`src/rtl/uart_rx_if.sv`:
```
// rtl/uart_rx_if.sv - byte output handshake and status between uart_rx and its consumer
interface uart_rx_if;
    logic [7:0] rx_data;
    logic       rx_valid;
    logic       rx_ready;
    logic       rx_frame_err;
    logic       rx_overrun;
    logic       overrun_clr;

    modport master (
        output rx_data, rx_valid, rx_frame_err, rx_overrun,
        input  rx_ready, overrun_clr
    );

    modport slave (
        input  rx_data, rx_valid, rx_frame_err, rx_overrun,
        output rx_ready, overrun_clr
    );
endinterface

```
`src/rtl/uart_rx.sv`:
```
// rtl/uart_rx.sv - 8N1 UART receiver with one-entry valid/ready output register
module uart_rx #(
    parameter int CLKS_PER_BIT = 868,
    parameter int SYNC_STAGES  = 2
) (
    input  logic      system_clk,
    input  logic      reset_n,
    input  logic      uart0_rxd,
    uart_rx_if.master rx
);
    typedef enum logic [2:0] {WAIT_IDLE, IDLE, START, DATA, STOP} state_t;

    localparam logic [15:0] HALF  = 16'(CLKS_PER_BIT / 2);
    localparam logic [15:0] LAST  = 16'(CLKS_PER_BIT - 1);
    localparam logic [15:0] FLUSH = 16'(SYNC_STAGES);

    logic [SYNC_STAGES-1:0] sync_q;
    logic                   rxd_s;
    state_t                 state_q, next_state;
    logic [15:0]            cnt_q;
    logic [2:0]             bit_idx_q;
    logic [7:0]             shreg_q;
    logic                   cnt_clr, shift_en, deliver, ferr_ev;
    logic [7:0]             data_q;
    logic                   valid_q, ferr_q, overrun_q;

    always_ff @(posedge system_clk) begin
        if (!reset_n) sync_q <= '1;
        else          sync_q <= {sync_q[SYNC_STAGES-2:0], uart0_rxd};
    end
    assign rxd_s = sync_q[SYNC_STAGES-1];

    always_ff @(posedge system_clk) begin
        if (!reset_n) state_q <= WAIT_IDLE;
        else          state_q <= next_state;
    end

    // The synchroniser resets to 1, so WAIT_IDLE ignores rxd_s until the
    // reset ones have been flushed and the real pin level has arrived.
    always_comb begin
        next_state = state_q;
        case (state_q)
            WAIT_IDLE: if (rxd_s && cnt_q >= FLUSH) next_state = IDLE;
            IDLE:      if (!rxd_s) next_state = START;
            START:     if (cnt_q == HALF) next_state = rxd_s ? IDLE : DATA;
            DATA:      if (cnt_q == LAST && bit_idx_q == 3'd7) next_state = STOP;
            STOP:      if (cnt_q == LAST) next_state = rxd_s ? IDLE : WAIT_IDLE;
            default:   next_state = WAIT_IDLE;
        endcase
    end

    always_comb begin
        shift_en = 1'b0;
        deliver  = 1'b0;
        ferr_ev  = 1'b0;
        case (state_q)
            DATA:    shift_en = (cnt_q == LAST);
            STOP: begin
                deliver = (cnt_q == LAST) && rxd_s;
                ferr_ev = (cnt_q == LAST) && !rxd_s;
            end
            default: ;
        endcase
        cnt_clr = (next_state != state_q) || (state_q == IDLE) || shift_en;
    end

    always_ff @(posedge system_clk) begin
        if (!reset_n) begin
            cnt_q     <= '0;
            bit_idx_q <= '0;
            shreg_q   <= '0;
        end else begin
            if (cnt_clr)
                cnt_q <= '0;
            else if (state_q != WAIT_IDLE || cnt_q < FLUSH)
                cnt_q <= cnt_q + 16'd1;
            if (state_q == START)
                bit_idx_q <= '0;
            else if (shift_en)
                bit_idx_q <= bit_idx_q + 3'd1;
            if (shift_en)
                shreg_q <= {rxd_s, shreg_q[7:1]};
        end
    end

    // A new byte may overwrite the register only if it is empty or being accepted now.
    always_ff @(posedge system_clk) begin
        if (!reset_n) begin
            data_q    <= '0;
            valid_q   <= 1'b0;
            ferr_q    <= 1'b0;
            overrun_q <= 1'b0;
        end else begin
            ferr_q <= ferr_ev;
            if (deliver && (!valid_q || rx.rx_ready)) begin
                data_q  <= shreg_q;
                valid_q <= 1'b1;
            end else if (valid_q && rx.rx_ready) begin
                valid_q <= 1'b0;
            end
            if (deliver && valid_q && !rx.rx_ready)
                overrun_q <= 1'b1;
            else if (rx.overrun_clr)
                overrun_q <= 1'b0;
        end
    end

    assign rx.rx_data      = data_q;
    assign rx.rx_valid     = valid_q;
    assign rx.rx_frame_err = ferr_q;
    assign rx.rx_overrun   = overrun_q;
endmodule
```
`src/flat_wrapper.sv`:
```
// flat-port wrapper written by rule: the top's interface ports become plain ports
module uart_rx_flat 
#(
    parameter int CLKS_PER_BIT = 868,
    parameter int SYNC_STAGES  = 2
)
  (system_clk, reset_n, uart0_rxd, rx_rx_data, rx_rx_valid, rx_rx_frame_err, rx_rx_overrun, rx_rx_ready, rx_overrun_clr);
  uart_rx_if rx_i ();
  input  logic system_clk;
  input  logic reset_n;
  input  logic uart0_rxd;
  output wire logic [$bits(rx_i.rx_data)-1:0] rx_rx_data;
  output wire logic [$bits(rx_i.rx_valid)-1:0] rx_rx_valid;
  output wire logic [$bits(rx_i.rx_frame_err)-1:0] rx_rx_frame_err;
  output wire logic [$bits(rx_i.rx_overrun)-1:0] rx_rx_overrun;
  input wire logic [$bits(rx_i.rx_ready)-1:0] rx_rx_ready;
  input wire logic [$bits(rx_i.overrun_clr)-1:0] rx_overrun_clr;
  assign rx_rx_data = rx_i.rx_data;
  assign rx_rx_valid = rx_i.rx_valid;
  assign rx_rx_frame_err = rx_i.rx_frame_err;
  assign rx_rx_overrun = rx_i.rx_overrun;
  assign rx_i.rx_ready = rx_rx_ready;
  assign rx_i.overrun_clr = rx_overrun_clr;
  uart_rx #(.CLKS_PER_BIT(CLKS_PER_BIT), .SYNC_STAGES(SYNC_STAGES)) u_core (.system_clk(system_clk), .reset_n(reset_n), .uart0_rxd(uart0_rxd), .rx(rx_i));
endmodule
```
`config.mk`:
```
export PLATFORM = sky130hd
export DESIGN_NAME = uart_rx_flat
export DESIGN_NICKNAME = d
export VERILOG_FILES = /design/src/rtl/uart_rx_if.sv /design/src/rtl/uart_rx.sv /design/src/flat_wrapper.sv
export SDC_FILE = /design/constraint.sdc
export NUM_CORES = 1
export LEC_CHECK = 0
export ABC_AREA = 0
export ABC_CLOCK_PERIOD_IN_PS = 6300
export BUFFER_PORTS_ARGS = -buffer_cell sky130_fd_sc_hd__buf_2
export CAP_MARGIN = 20
export CORE_ASPECT_RATIO = 1.25
export CORE_MARGIN = 2
export CORE_UTILIZATION = 30
export CTS_CLUSTER_DIAMETER = 60
export DETAILED_ROUTE_END_ITERATION = 10
export GPL_TIMING_DRIVEN = 1
export PLACE_DENSITY_LB_ADDON = 0.08
export REMOVE_ABC_BUFFERS = 1
export SETUP_SLACK_MARGIN = 0.5
export SLEW_MARGIN = 20
export SYNTH_ARGS = -nofsm -noshare
export SYNTH_HDL_FRONTEND = slang
export SYNTH_SLANG_ARGS = --single-unit
```
`constraint.sdc`:
```
create_clock -name system_clk -period 6.3 [get_ports system_clk]
set_clock_uncertainty 0.15 [all_clocks]
set_input_delay 1.575 -clock system_clk [delete_from_list [all_inputs] [get_ports system_clk]]
set_output_delay 1.575 -clock system_clk [all_outputs]
set_load 0.01 [all_outputs]
```
==> results.sh, run 1 <==
export IMPL_cp_start_kind="primary input"
export IMPL_drt_iter0_drc=25
export IMPL_place_gp_congestion=0.6801
export IMPL_hold_violations=0
export IMPL_cts_resized=0
export IMPL_fmax_mhz=364.4
export IMPL_r2r_end="u_core.cnt_q[14]$_SDFFE_PP0P_"
export IMPL_rows=32
export IMPL_synth_ff_type="dfxtp_1"
export IMPL_worst_r2r_setup_slack_ns=3.84
export IMPL_finalCritPeriodShare=0.4356
export IMPL_synthSimpleGateAreaFrac=0.3118
export IMPL_layout_nets=248
export IMPL_synth_top_family_by_area="simple AND/OR/NAND/NOR gates"
export IMPL_vias=1463
export IMPL_ctsLongestPathBuffers=2
export IMPL_clock_latency_ns=0.30
export IMPL_grt_use_total=0.1154
export IMPL_vias_per_cell=4.502
export IMPL_cp_required_ns=6.36
export IMPL_grt_setup_unrepaired="no"
export IMPL_period_minus_slack_ns=2.744
export IMPL_p_leak_nw=0.7589
export IMPL_cts_buffers=5
export IMPL_end_kind="register"
export IMPL_die_h_um=94.24
export IMPL_timing_worst_setup_path_type="primary input to register"
export IMPL_cp_data_arrival_time_ns=2.80
export IMPL_synth_compound_area_frac=0.1210
export IMPL_start_util=0.3129
export IMPL_min_to="u_core.sync_q[1]$_SDFF_PN1_"
export IMPL_drv_slew=0
export IMPL_p_per_area_nw_per_um2=257.5
export IMPL_min_delay_start="u_core.sync_q[0]$_SDFF_PN1_"
export IMPL_gr_total_overflow=0
export IMPL_final_cell_mix="nand2_1 (48), dfxtp_1 (43), nor2_1 (29), a21boi_0 (15), buf_2 (15)"
export IMPL_slew_headroom=0.4874
export IMPL_synth_seq_cells=43
export IMPL_synth_xor_area_share=0.07618
export IMPL_grt_max_degree=27
export IMPL_r2r_start="u_core.cnt_q[1]$_SDFFE_PP0P_"
export IMPL_synth_cell_types=37
export IMPL_root_buffer="clkbuf_8"
export IMPL_synth_edf_count=0
export IMPL_post_cts_buffers=0
export IMPL_synth_async_reset_ratio=0
export IMPL_drive_gt1_frac=0.1250
export IMPL_io_pins=16
export IMPL_wl_per_cell_um=11.73
export IMPL_grt_pass1_vias=1408
export IMPL_port_buffers=15
export IMPL_outcome="finished clean"
export IMPL_muxShareOfSynthArea=0
export IMPL_grt_pass1_wl_mm=6.713
export IMPL_syn_to_final_growth_pct=11.91
export IMPL_tightest_slew_ns=0.7660
export IMPL_clkSinkCount=43
export IMPL_synth_area_sq_um=1954
export IMPL_finalSetupTns_ns=0
export IMPL_cts_tree="done"
export IMPL_antenna_cells=0
export IMPL_finalNonFillerCells=325
export IMPL_layout_commonest_cell="nand2_1"
export IMPL_avgSynthCellArea_sq_um=8.686
export IMPL_irDropWorstVdd_v=0.0001063
export IMPL_dp_hpwl_mm=2.649
export IMPL_dpl_cell_count=317
export IMPL_drt_wl_total_mm=3.813
export IMPL_antenna_found_initial=0
export IMPL_hold_class="register to register"
export IMPL_chipWidth_um=76.19
export IMPL_yosysSeqAreaShare=0.4405
export IMPL_reg2regPathDepth=7
export IMPL_hold_buffers=0
export IMPL_clkSlewWorstSetupHoldPaths_ns=0.08
export IMPL_finalSetupViolCount=0
export IMPL_hold_ws_ns=0.2677
export IMPL_core_sq_um=6246
export IMPL_drc=0
export IMPL_dieArea_sq_um=7180
export IMPL_path_max_fanout=26
export IMPL_hold_path_cell_count=1
export IMPL_ant_nets=0
export IMPL_h_tree_depth=2
export IMPL_yosysWarnings=0
export IMPL_drt_pass1_iterations=4
export IMPL_syn_inst=225
export IMPL_maxCapViolCount=0
export IMPL_synthAdderAreaFrac=0.02561
how the worst max path moves through the flow:
stage / startpoint / to / slack [ns] / depth (start not counted)
after floorplan: reset_n / u_core.cnt_q[1]$_SDFFE_PP0P_ / 3.79 / 4
after global placement: reset_n / u_core.cnt_q[1]$_SDFFE_PP0P_ / 3.20 / 5
after detailed placement: reset_n / u_core.cnt_q[1]$_SDFFE_PP0P_ / 3.20 / 5
after CTS: reset_n / u_core.cnt_q[1]$_SDFFE_PP0P_ / 3.51 / 5
after global routing: reset_n / u_core.cnt_q[1]$_SDFFE_PP0P_ / 3.40 / 5
final: reset_n / u_core.cnt_q[1]$_SDFFE_PP0P_ / 3.56 / 5
synthesized netlist by cell type, types with 2 or more instances:
cell type | n | area, sq um
a21boi_1 | 3 | 22.52
nand2_1 | 48 | 180.2
nor2b_1 | 4 | 25.02
ha_1 | 4 | 50.05
nor3_1 | 5 | 25.02
nand3_1 | 4 | 20.02
a21oi_1 | 4 | 20.02
clkbuf_1 | 4 | 15.01
xnor2_1 | 12 | 105.1
a21boi_0 | 15 | 112.6
nand2b_1 | 2 | 12.51
xor2_1 | 5 | 43.79
inv_1 | 2 | 7.510
nor4_1 | 3 | 18.77
and4_1 | 4 | 35.03
nor2_1 | 29 | 108.9
or3_1 | 2 | 12.51
nor3b_1 | 4 | 30.03
buf_2 | 3 | 15.01
and3_1 | 3 | 18.77
nor3_2 | 2 | 20.02
nor4_4 | 2 | 42.54
nand4_1 | 3 | 18.77
o21a_1 | 3 | 22.52
dfxtp_1 | 43 | 860.8
stage by stage:
stage | cell area, sq um | total power, mW | setup WS, ns | util
after floorplan | 1913 | 0.3681 | 3.788 | -
after global placement | 2095 | 0.3941 | 3.200 | 0.3353
after detailed placement | 2095 | 0.3932 | 3.199 | 0.3353
after CTS | 2187 | 0.5794 | 3.509 | 0.3502
after global routing | 2187 | 0.6019 | 3.402 | 0.3502
final | 2187 | 0.5631 | 3.556 | 0.3502
state kept, by name, summed over array words and instances (netlist names):
register                flops
u_core.sync_q               2
u_core.bit_idx_q            3
u_core.rx.rx_data           8
u_core.rx.rx_valid          1
u_core.rx.rx_overrun        1
u_core.rx.rx_frame_err      1
u_core.cnt_q               16
u_core.state_q              3
u_core.shreg_q              8
worst max-delay path: stages:
cell	delay, ns
buf_2	0.32
o21ai_0	0.15
nor3_1	0.33
o21ai_4	0.21
a211oi_1	0.20
final cells by class:
type,count,area (sq um)
clock buffers,5,68.82
clock inverters,3,23.77
fillers,691,4059
inverters,2,7.507
multi-input cells,172,1045
flip-flops and latches,43,860.8
well taps,85,106.4
repair buffers,15,75.07
per-layer routing:
metal | up-vias | global-route usage | share of wire | routed length (um)
li1 | 787 | - | - | -
met5 | - | 0 | 0 | 0
met1 | 657 | 0.1392 | 0.48 | 1817
met4 | 0 | 0.04091 | 0.0081 | 31
met2 | 17 | 0.2001 | 0.49 | 1852
met3 | 2 | 0.02885 | 0.029 | 111
power by group:
part	leakage [nW]	internal, mW	switching (mW)
combinational	0.371	0.0353	0.0519
clock	0.0408	0.0793	0.100
sequential	0.347	0.280	0.0164
total	0.759	0.394	0.169
cells by family after synthesis:
| family | after synthesis |
|---|---|
| flip-flops | 43 |
| AND/OR/NAND/NOR | 120 |
| XOR/XNOR | 17 |
| AO/OA/AOI/OAI | 31 |
| buffers and inverters | 10 |
| adder cells (fa/ha/maj) | 4 |
(Power assumes the default switching activity.)
==> run 2, diff against run 1 <==
- ABC_AREA: 0 -> 1
- ABC_CLOCK_PERIOD_IN_PS: 6300 -> 2200
- clock period: 6.3 -> 2.2 ns (I/O delays scaled with it)
==> run 2 against run 1 <==
Count of clock-buffer cells in the layout is the same. Cell count grew 39%. Worst setup slack lost 3.2 ns. Global-route usage grew 2.4 points. Hold slack gained 0.0028 ns. Utilization grew 4.6 points. Non-clock buffer count grew 26. Wire length grew 51%. Highest routed layer unchanged. Die area grew 22%. Largest cell class unchanged. Register-to-register slack lost 3.5 ns. Largest power group unchanged. Critical path type is now register to register. Critical path depth grew 7. Flip-flop and latch count is the same.
==> results.sh, run 2 <==
export IMPL_grt_pass1_vias=2091
export IMPL_yosysWarnings=0
export IMPL_die_h_um=104.1
export IMPL_max_stage_delay_ns=0.37
export IMPL_fmax_mhz=552.3
export IMPL_post_route_cell_area_sq_um=3090
export IMPL_cp_buffers_inverters=2
export IMPL_placed_cell_area_sq_um=2587
export IMPL_outcome="finished clean"
export IMPL_layout_nets=366
export IMPL_drc=0
export IMPL_critical_path_most_common_cell="nor2_4"
export IMPL_final_cell_mix="inv_1 (48), nor2_1 (32), dfxtp_1 (29), nand2_1 (28), a21oi_1 (22)"
export IMPL_drt_pass1_iterations=4
export IMPL_port_buffers=15
export IMPL_cp_start_kind="register"
export IMPL_netlist_top_cells_count="inv_1 (50), nor2_1 (46), dfxtp_1 (43), nand2_1 (34), a21oi_1 (22)"
export IMPL_maxCapViolCount=0
export IMPL_core_sq_um=7792
export IMPL_grt_busiest_layer="met2"
export IMPL_clkSlewWorstSetupHoldPaths_ns=0.09
export IMPL_slowest_stage="dfxtp_4"
export IMPL_antenna_cells=0
export IMPL_slew_headroom=0.6070
export IMPL_p_leak_nw=1.216
export IMPL_drive_gt1_frac=0.3827
export IMPL_end_kind="register"
export IMPL_grt_setup_unrepaired="yes"
export IMPL_seq_area_sq_um=893.4
export IMPL_timing_worst_setup_path_type="register to register"
export IMPL_path_max_fanout=6
export IMPL_chipWidth_um=84.06
export IMPL_top_register="u_core.cnt_q"
export IMPL_drt_iter0_drc=82
export IMPL_syn_to_final_growth_pct=28.58
export IMPL_yosysSeqAreaShare=0.3581
export IMPL_p_per_area_nw_per_um2=757.0
export IMPL_synth_cell_types=33
export IMPL_cp_required_ns=2.30
export IMPL_largest_register_ff_count=16
export IMPL_gr_total_overflow=0
export IMPL_grt_pass1_wl_mm=9.804
export IMPL_finalSetupTns_ns=0
export IMPL_rows=36
export IMPL_finalSetupViolCount=0
export IMPL_synth_async_reset_ratio=0
export IMPL_synth_ff_type="dfxtp_1"
export IMPL_worstPathCellList="nor2_4, nand2_4, nor2_8, nand3_2, nand2_2, inv_2, nor2_4, nand3_2, nand2_2, nand2_4, buf_12, nor2_4"
export IMPL_dp_hpwl_mm=4.074
export IMPL_dieArea_sq_um=8749
export IMPL_io_pins=16
export IMPL_synth_most_common_cell="inv_1"
export IMPL_hold_class="primary input to register"
export IMPL_ant_nets=0
export IMPL_clkSinkCount=43
export IMPL_vias=2111
export IMPL_irDropWorstVdd_v=0.0002864
export IMPL_synth_area_sq_um=2404
export IMPL_crit_family="simple AND/OR/NAND/NOR gates"
export IMPL_synth_edf_count=0
export IMPL_dp_slack_ns=0.05387
export IMPL_multi_input_comb_area_sq_um=1436
export IMPL_synth_seq_cells=43
export IMPL_ctsLongestPathBuffers=2
export IMPL_cts_tree="done"
export IMPL_syn_inst=318
export IMPL_yosysTopAreaCell="dfxtp_1"
export IMPL_worst_slack_ns=0.3893
export IMPL_h_tree_depth=2
export IMPL_tightest_slew_ns=0.5888
export IMPL_grt_util_met3=0.02778
export IMPL_period_minus_slack_ns=1.811
export IMPL_vias_per_cell=4.660
export IMPL_drv_slew=0
export IMPL_finalCritPeriodShare=0.8230
export IMPL_cp_data_arrival_time_ns=1.91
export IMPL_place_gp_congestion=0.7844
export IMPL_root_buffer="clkbuf_8"
export IMPL_netlist_area_leader_share=0.3581
export IMPL_wl_per_cell_um=12.73
export IMPL_grt_max_degree=23
export IMPL_antenna_found_initial=0
export IMPL_clock_latency_ns=0.31
export IMPL_layout_commonest_cell="inv_1"
export IMPL_num_fill_cells=835
export IMPL_grtUsageMet1=0.1640
export IMPL_drt_wl_total_mm=5.767
export IMPL_grt_use_met2=0.2432
export IMPL_avgSynthCellArea_sq_um=7.558
export IMPL_hold_violations=0
export IMPL_cts_buffers=5
export IMPL_synth_area_leaders="dfxtp_1 (36%), inv_1 (7.8%), nor2_1 (7.2%), nand2_1 (5.3%), nor2_4 (5.2%)"
export IMPL_start_util=0.3084
export IMPL_grt_use_total=0.1390
run 2: cell types whose count changed after synthesis, moves of 6 or more:
| cell | before | now |
|---|---|---|
| xnor2_1 | 12 | 2 |
| xor2_1 | 5 | 11 |
| nand2_1 | 48 | 34 |
| o21ai_0 | 1 | 17 |
| nand2_2 | 0 | 9 |
| nand3_1 | 4 | 12 |
| a21boi_0 | 15 | 0 |
| a211oi_1 | 1 | 7 |
| nor2_1 | 29 | 46 |
| a21oi_1 | 4 | 22 |
| inv_1 | 2 | 50 |
| nor2_4 | 0 | 11 |
run 2: layout make-up:
type | instances | area share
multi-input cells | 213 | 0.4648
flip-flops and latches | 43 | 0.2891
repair buffers | 41 | 0.1061
inverters | 53 | 0.06437
well taps | 95 | 0.03846
clock buffers | 5 | 0.02227
clock inverters | 3 | 0.01498
run 2: per-stage QoR:
step	hold slack, ns	std cells	power, mW	utilization
3_5_place_dp	0.2514	427	1.340	0.3320
6_report	0.2705	453	2.340	0.3966
4_1_cts	0.2640	444	2.253	0.3759
5_1_grt	0.2627	453	2.470	0.3966
3_3_place_gp	0.2481	427	1.341	0.3320
2_1_floorplan	0.2425	309	1.220	-
run 2: report_power, final:
group | switching [mW] | internal [mW] | total, mW | leakage [nW]
Sequential | 0.0387 | 0.809 | 0.847 | 0.356
Combinational | 0.459 | 0.370 | 0.829 | 0.805
Clock | 0.320 | 0.343 | 0.663 | 0.0548
Total | 0.818 | 1.52 | 2.34 | 1.22
run 2: worst paths after layout:
path                                                   start                            end  depth (start not counted)  slack [ns]
worst max-delay path            u_core.cnt_q[2]$_SDFFE_PP0P_  u_core.cnt_q[11]$_SDFFE_PP0P_                         12        0.39
worst min-delay path                               uart0_rxd    u_core.sync_q[0]$_SDFF_PN1_                          2        0.27
worst max register to register  u_core.cnt_q[2]$_SDFFE_PP0P_  u_core.cnt_q[11]$_SDFFE_PP0P_                         12        0.39
worst min register to register   u_core.sync_q[0]$_SDFF_PN1_    u_core.sync_q[1]$_SDFF_PN1_                          1        0.27
run 2: kinds of logic (layout without fill, tap and decap cells):
group,count (synthesis),in the layout,synth area share
adder cells (fa/ha/maj),4,4,0.02082
multiplexers,1,1,0.004165
buffers and inverters,62,102,0.1119
flip-flops,43,43,0.3581
AO/OA/AOI/OAI,49,49,0.1161
XOR/XNOR,13,13,0.04737
AND/OR/NAND/NOR,146,146,0.3415
run 2: repair_timing:
action,in CTS,in global routing
buffers inserted,9,9
hold buffers,0,0
gates resized for setup,44,26
cloned,0,0
pin swaps,16,7
endpoints found under the setup margin,35,36
run 2: metal layers:
| metal | vias up | wire length [um] |
|---|---|---|
| met5 | - | 0 |
| met4 | 0 | 89 |
| met3 | 7 | 184 |
| met2 | 36 | 3045 |
| met1 | 986 | 2448 |
| li1 | 1082 | - |
